**config.mk**
```make
export PLATFORM = sky130hd
export DESIGN_NAME = pipeline_hazard_ctrl
export DESIGN_NICKNAME = d
export VERILOG_FILES = /design/src/rtl/hazard_pkg.sv /design/src/rtl/muldiv_wait_timer.sv /design/src/rtl/pipeline_hazard_ctrl.sv
export SDC_FILE = /design/constraint.sdc
export NUM_CORES = 1
export LEC_CHECK = 0
export ABC_AREA = 1
export BUFFER_PORTS_ARGS = -buffer_cell sky130_fd_sc_hd__buf_4
export CAP_MARGIN = 20
export CORE_ASPECT_RATIO = 0.8
export CORE_MARGIN = 4
export CORE_UTILIZATION = 44
export CTS_BUF_LIST = sky130_fd_sc_hd__clkbuf_4
export DETAILED_ROUTE_END_ITERATION = 8
export PLACE_DENSITY = 0.88
export SLEW_MARGIN = 10
export SYNTH_ARGS = -nofsm -noshare
export SYNTH_HDL_FRONTEND = slang
export SYNTH_SLANG_ARGS = --single-unit
export TNS_END_PERCENT = 50
```
**constraint.sdc**
```tcl
create_clock -name Clk -period 2.7 [get_ports Clk]
set_input_delay 0.54 -clock Clk [delete_from_list [all_inputs] [get_ports Clk]]
set_output_delay 0.54 -clock Clk [all_outputs]
set_load 0.02 [all_outputs]
```
**src/rtl/hazard_pkg.sv**
```systemverilog
// +--------------------------------------------------------------------------+
// | hazard_pkg : shared types and the register-match helper for the hazard  |
// | sequencer.                                    Revision: 1.0             |
// +--------------------------------------------------------------------------+
`default_nettype none

package hazard_pkg;

  typedef enum logic [0:0] {
    RUN     = 1'b0,
    MD_WAIT = 1'b1
  } hz_state_e;

  typedef enum logic [1:0] {
    CAUSE_NONE    = 2'd0,
    CAUSE_LOADUSE = 2'd1,
    CAUSE_BRANCH  = 2'd2,
    CAUSE_MULDIV  = 2'd3
  } hz_cause_e;

  // $0 is hard-wired, so a producer targeting it can never create a hazard.
  function automatic logic reg_match(input logic [4:0] r,
                                     input logic [4:0] rs,
                                     input logic [4:0] rt,
                                     input logic       uses_rt);
    return (r != 5'd0) && ((r == rs) || (uses_rt && (r == rt)));
  endfunction

endpackage

`default_nettype wire

```
**src/rtl/muldiv_wait_timer.sv**
```systemverilog
// +--------------------------------------------------------------------------+
// | muldiv_wait_timer : down-counter timing the multiply/divide freeze.     |
// |                                               Revision: 1.0             |
// +--------------------------------------------------------------------------+
`default_nettype none

module muldiv_wait_timer #(
  parameter int MULDIV_LAT = 4
) (
  input  logic Clk,
  input  logic Rst_n,
  input  logic load,
  input  logic dec,
  output logic done
);

  localparam int W = (MULDIV_LAT > 2) ? $clog2(MULDIV_LAT) : 1;

  logic [W-1:0] md_cnt_q, md_cnt_d;

  always_comb begin
    md_cnt_d = md_cnt_q;
    if (load) begin
      md_cnt_d = W'(MULDIV_LAT - 1);
    end else if (dec && (md_cnt_q != '0)) begin
      md_cnt_d = md_cnt_q - W'(1);
    end
  end

  always_ff @(posedge Clk) begin
    if (!Rst_n) begin
      md_cnt_q <= '0;
    end else begin
      md_cnt_q <= md_cnt_d;
    end
  end

  assign done = (md_cnt_q == W'(1));

endmodule

`default_nettype wire

```
**src/rtl/pipeline_hazard_ctrl.sv**
```systemverilog
// +--------------------------------------------------------------------------+
// | pipeline_hazard_ctrl : stall/flush/freeze sequencer beside ID.          |
// | Optional perf counters enabled by HAZARD_PERF_EN.  Revision: 1.0        |
// +--------------------------------------------------------------------------+
`default_nettype none

module pipeline_hazard_ctrl
  import hazard_pkg::*;
#(
  parameter int MULDIV_LAT = 4,
  parameter int CNT_W      = 16
) (
  input  logic             Clk,
  input  logic             Rst_n,
  input  logic [4:0]       In_ID_Rs,
  input  logic [4:0]       In_ID_Rt,
  input  logic             In_ID_UsesRt,
  input  logic             In_ID_Branch,
  input  logic             In_ID_MulDiv,
  input  logic             In_PCSrc,
  input  logic             In_Jump,
  input  logic             In_EX_MemRead,
  input  logic             In_EX_RegWrite,
  input  logic [4:0]       In_EX_WriteReg,
  input  logic             In_MEM_MemRead,
  input  logic [4:0]       In_MEM_WriteReg,
  output logic             Out_PCWrite,
  output logic             Out_IFIDWrite,
  output logic             Out_IFIDFlush,
  output logic             Out_IDEXBubble,
  output logic             Out_PipeHold,
  output logic             Out_EXMEMBubble,
  output logic [1:0]       Out_StallCause,
  output logic [CNT_W-1:0] Out_StallCycles,
  output logic [CNT_W-1:0] Out_FlushCount
);

  hz_state_e state_q, state_d;
  hz_cause_e cause;
  logic      load_use, branch_haz, md_start, md_done;

  assign load_use   = In_EX_MemRead && reg_match(In_EX_WriteReg, In_ID_Rs, In_ID_Rt, In_ID_UsesRt);
  assign branch_haz = In_ID_Branch &&
                      ((In_EX_RegWrite && reg_match(In_EX_WriteReg, In_ID_Rs, In_ID_Rt, In_ID_UsesRt)) ||
                       (In_MEM_MemRead && reg_match(In_MEM_WriteReg, In_ID_Rs, In_ID_Rt, In_ID_UsesRt)));

  always_comb begin
    Out_PCWrite     = 1'b1;
    Out_IFIDWrite   = 1'b1;
    Out_IFIDFlush   = 1'b0;
    Out_IDEXBubble  = 1'b0;
    Out_PipeHold    = 1'b0;
    Out_EXMEMBubble = 1'b0;
    cause           = CAUSE_NONE;
    md_start        = 1'b0;
    state_d         = state_q;
    if (Rst_n) begin
      if (state_q == MD_WAIT) begin
        // Redirects are ignored here; the branch in ID is re-evaluated after the freeze.
        Out_PCWrite     = 1'b0;
        Out_IFIDWrite   = 1'b0;
        Out_PipeHold    = 1'b1;
        Out_EXMEMBubble = 1'b1;
        cause           = CAUSE_MULDIV;
        if (md_done) begin
          state_d = RUN;
        end
      end else if (load_use || branch_haz) begin
        Out_PCWrite    = 1'b0;
        Out_IFIDWrite  = 1'b0;
        Out_IDEXBubble = 1'b1;
        cause          = load_use ? CAUSE_LOADUSE : CAUSE_BRANCH;
      end else begin
        Out_IFIDFlush = In_PCSrc || In_Jump;
        if (In_ID_MulDiv) begin
          md_start = 1'b1;
          state_d  = MD_WAIT;
        end
      end
    end
  end

  always_ff @(posedge Clk) begin
    if (!Rst_n) begin
      state_q <= RUN;
    end else begin
      state_q <= state_d;
    end
  end

  muldiv_wait_timer #(
    .MULDIV_LAT (MULDIV_LAT)
  ) u_md_timer (
    .Clk   (Clk),
    .Rst_n (Rst_n),
    .load  (md_start),
    .dec   (state_q == MD_WAIT),
    .done  (md_done)
  );

  assign Out_StallCause = cause;

`ifdef HAZARD_PERF_EN
  logic [CNT_W-1:0] stall_cycles_q, stall_cycles_d;
  logic [CNT_W-1:0] flush_count_q, flush_count_d;

  always_comb begin
    stall_cycles_d = stall_cycles_q;
    flush_count_d  = flush_count_q;
    if ((cause != CAUSE_NONE) && (stall_cycles_q != '1)) begin
      stall_cycles_d = stall_cycles_q + CNT_W'(1);
    end
    if (Out_IFIDFlush && (flush_count_q != '1)) begin
      flush_count_d = flush_count_q + CNT_W'(1);
    end
  end

  always_ff @(posedge Clk) begin
    if (!Rst_n) begin
      stall_cycles_q <= '0;
      flush_count_q  <= '0;
    end else begin
      stall_cycles_q <= stall_cycles_d;
      flush_count_q  <= flush_count_d;
    end
  end

  assign Out_StallCycles = stall_cycles_q;
  assign Out_FlushCount  = flush_count_q;
`else
  assign Out_StallCycles = '0;
  assign Out_FlushCount  = '0;
`endif

endmodule

`default_nettype wire
```
==> results.md <==
- Together, buffers and inverters on the worst path number 3.
- The clock drives 3 sinks.
- Pin placement for this block handled 70 I/O pins.
- The final number of max-transition violations is 0.
- Along the worst path, the maximum fanout reaches 5.
- After detailed routing, the number of vias per cell comes to approximately 4.2.
- The number of I/O port buffers is 37.
- The first routing iteration left 33 violations.
- The clock power share is about a quarter.
- The number of storage elements in the synthesis netlist is 3.
- The clock latency on the worst-skew pair is roughly 0.25 ns.
- The internal power component is approximately 200 uW.
- Summed over all layers, the routed wires come to around 2000 um.
- The final count of hold timing violations is 0.
- In this run the cell area of the synthesized design comes to roughly 880 um2.
- Among the stages of the critical path, the cell type that occurs most often is sky130_fd_sc_hd__nand2_1.
- Measured along the x axis, the die boundary spans just under 60 um.
- The reg-to-reg startpoint is u_md_timer.md_cnt_q[0]$_SDFFE_PN0P_.
- The site row count is 14.
- The period utilization is between 80 and 90%.
- The flow ran to the end, and the final reports show no timing, DRC or antenna violations.
- Timing would allow up to around 450 MHz.
- The detail route stage leaves a number of antenna-violating nets equal to 0.
- The analysis attributes to net switching a power of ~170 uW.
- After routing, the total negative slack on setup checks comes to 0 ns.
- The antenna diode count is 0.
- The required time at the endpoint of the critical path is between 2 and 2.5 ns.
- The area fraction of the dominant cell type after synthesis is between 20% and 30%.
- The maximum clock path buffer count is 2.
- The worst hold path depth is 2.
- For this design, the slowest cell found on the critical path is sky130_fd_sc_hd__buf_4.
- The first detailed-routing pass took 4 iterations.
- After clock tree synthesis, the flow added hold-fix buffers numbering 0.
- The largest area contributor in the synthesized netlist is sky130_fd_sc_hd__buf_4.
- The initial standard-cell utilization of the core is between 40% and 50%.
- Sequential cells account for roughly 17% of the total power.
- In this run the most critical hold path is launched from u_md_timer.md_cnt_q[1]$_SDFFE_PN0P_.
- In this run, distinct cell masters in the synthesized netlist total 20.
- Across the run, the number of max-cap violations was 0.
- The number of cells on the worst reg-to-reg path is 6.
- For this run, the post-layout net count is 228.
- On the final layout, the worst clock skew is 0.0129 ns.
- The clock-pin slew reported for the worst setup and hold paths after clock tree synthesis is about 0.050 ns.
- The capturing element type of the critical path is a primary output.
- VDD sags by at most 331 uV.
- The worst setup path is launched from a primary input.
- The most critical setup path has its startpoint at In_ID_Rt[1].
- The number of antenna violations at the first check in global routing is 0.
- Power spread over the standard cell area amounts to approximately 340 nW/um2.
- The average cell area after synthesis is roughly 5.6 um2.
- Data on the critical path arrives at its endpoint at approximately 1.7 ns.
- The height of the chip is between 40 and 50 um.
- The critical path goes through buf_4, inv_1, nand2_1, nand2_1, nor2_1, nand3_1, nand2_2, nand3_2, nand2_1, nor2_2, nand2_1, nor2_1, buf_4.
- The via count of the first global-routing pass is between 700 and 800.
- The buffer cell driving the clock tree root is sky130_fd_sc_hd__clkbuf_4.
- The endpoint with the worst hold slack is u_md_timer.md_cnt_q[1]$_SDFFE_PN0P_.
- The type of the worst setup path is primary input to primary output.
- The kind of path behind the tightest hold check is register to register.
- The first-pass GRT wire length is around 2800 um.
- Sorting the synthesized cells by area gives the leading types as sky130_fd_sc_hd__buf_4 29%, sky130_fd_sc_hd__nand2_1 20%, sky130_fd_sc_hd__inv_1 7.3%.
- Setup repair after global routing left no endpoint under its margin.
- The switching share of power is between 40% and 50%.
- Of the cells placed in the final design, the portion with a size suffix greater than 1 is between 20% and 30%.
- The congestion estimate from routability-driven global placement came to 0.954.
- The maximum cell stage delay along the critical path is ~0.15 ns.
- The setup slack of the worst register-to-register path is between 1.5 and 2 ns.
- The count of vias placed by the detailed router is 926.
- The area of the core is 1890 um2.
- TritonCTS built the clock tree.
- The gate family responsible for the most delay along the worst path is simple AND/OR/NAND/NOR gates.
- The analysis attributes to cell leakage a power of around 0.00070 uW.
- The number of setup violations in the final report is 0.
- Fill cells in the final layout number about 190.
- The minimum clock period is roughly 2.2 ns.
- In this run, CTS created clock tree buffers numbering 3.
- Synthesis handed over a netlist of roughly 160 instances.
- Counting tap cells, the placed design contains a total of between 200 and 250 instances.
- The total global routing overflow is 0.
- The leading cell type in the layout, fill and taps excluded is sky130_fd_sc_hd__nand2_1.
- The combined global-route utilization of all metal layers is roughly an eighth.
- The Yosys step of the flow raised 0 warnings.
- The full die area is 2780 um2.
- The area growth from synthesis to final layout is 22.6%.
- The number of H-tree levels is 1.
- The number of buffers inserted to repair setup after CTS is 0.
- Once the clock tree was built, the resizer swapped 0 gates to a different size.
- After detailed routing, the average wire length per cell comes to roughly 9 um.
- The detailed-placement wirelength estimate is between 1500 and 2000 um.
- The destination of the worst register-to-register timing path is u_md_timer.md_cnt_q[0]$_SDFFE_PN0P_.
- Combinational cells account for 57.3% of the total power.
- In the layout the commonest cells are 47 x sky130_fd_sc_hd__nand2_1, 37 x sky130_fd_sc_hd__buf_4, 32 x sky130_fd_sc_hd__conb_1.
- The maximum number of pins on one net before global-route repair is 8.
- The DRC violations left is 0.
- The fraction of the yosys area taken by sequential cells is about 7%.
- The number of standard cells in the layout, taps in and fillers out is between 200 and 250.
-- how the worst max path moves through the flow --
stage | to | cells after the start
5_1_grt | Out_IFIDFlush | 13
4_1_cts | Out_IFIDFlush | 13
3_5_place_dp | Out_IFIDFlush | 13
6_report | Out_IFIDFlush | 13
3_3_place_gp | Out_IDEXBubble | 13
2_1_floorplan | Out_StallCause[0] | 8
-- kinds of logic after synthesis --
family	synth area share, %
and+or+nand+nor	41.1
buffers and inverters	38.0
AOI/OAI and AO/OA	4.84
xor gates and xnor gates	5.97
DFF	6.83
adders and majority gates	2.84
other	0.426
-- worst min-delay path: stages (launching register included) --
cell                       delay [ns]
sky130_fd_sc_hd__dfxtp_1         0.32
sky130_fd_sc_hd__o211ai_1        0.09
sky130_fd_sc_hd__nand2_1         0.07
-- state kept, by name, indices dropped and copies added (netlist names) --
name,count
u_md_timer.md_cnt_q,2
state_q,1
-- cell type report --
type | count | area (um2) | area share [%]
Multi-Input combinational cell | 130 | 602 | 55.8
Sequential cell | 3 | 60.1 | 5.57
Tap cell | 24 | 30.0 | 2.78
Inverter | 21 | 78.8 | 7.31
Clock buffer | 4 | 30.0 | 2.78
Timing Repair Buffer | 37 | 278 | 25.8
-- per-stage QoR --
step	cell area, um2	hold slack (ns)	power (uW)	worst slack [ns]	utilization (%)
final	1080	0.518	368	0.471	57.0
after global routing	1080	0.554	397	0.329	57.0
after CTS	1080	0.526	368	0.460	57.0
after detailed placement	1050	0.518	272	0.487	55.4
after global placement	1050	0.504	270	0.536	55.4
after floorplan	996	0.480	235	0.639	-
-- cells in the mapped netlist --
cell / count
sky130_fd_sc_hd__buf_4: 34
sky130_fd_sc_hd__conb_1: 1
sky130_fd_sc_hd__dfxtp_1: 3
sky130_fd_sc_hd__ha_1: 2
sky130_fd_sc_hd__inv_1: 17
sky130_fd_sc_hd__inv_2: 4
sky130_fd_sc_hd__nand2_1: 47
sky130_fd_sc_hd__nand2_2: 4
sky130_fd_sc_hd__nand2_4: 1
sky130_fd_sc_hd__nand3_1: 7
sky130_fd_sc_hd__nand3_2: 3
sky130_fd_sc_hd__nor2_1: 16
sky130_fd_sc_hd__nor2_2: 2
sky130_fd_sc_hd__nor3_1: 1
sky130_fd_sc_hd__o211ai_1: 1
sky130_fd_sc_hd__o21ai_0: 6
sky130_fd_sc_hd__o21ai_1: 1
sky130_fd_sc_hd__or2_2: 1
sky130_fd_sc_hd__xnor2_1: 2
sky130_fd_sc_hd__xor2_1: 4
-- routing by layer --
layer / vias up / track usage, % / wire, um
met5: - / 0 / 0
met4: 0 / 2.78 / 0
met3: 0 / 4.04 / 271
met2: 55 / 24.3 / 989
met1: 390 / 15.0 / 722
li1: 481 / - / -
-- power groups by stage --
stage	clock [uW]	sequential [uW]	combinational, uW
after floorplan	0	61.8	174
after CTS	95.5	62.5	210
after global placement	0	62.8	207
final	94.4	62.4	211
after detailed placement	0	63.6	208
after global routing	99.8	63.1	234
(Power assumes the default switching activity.)
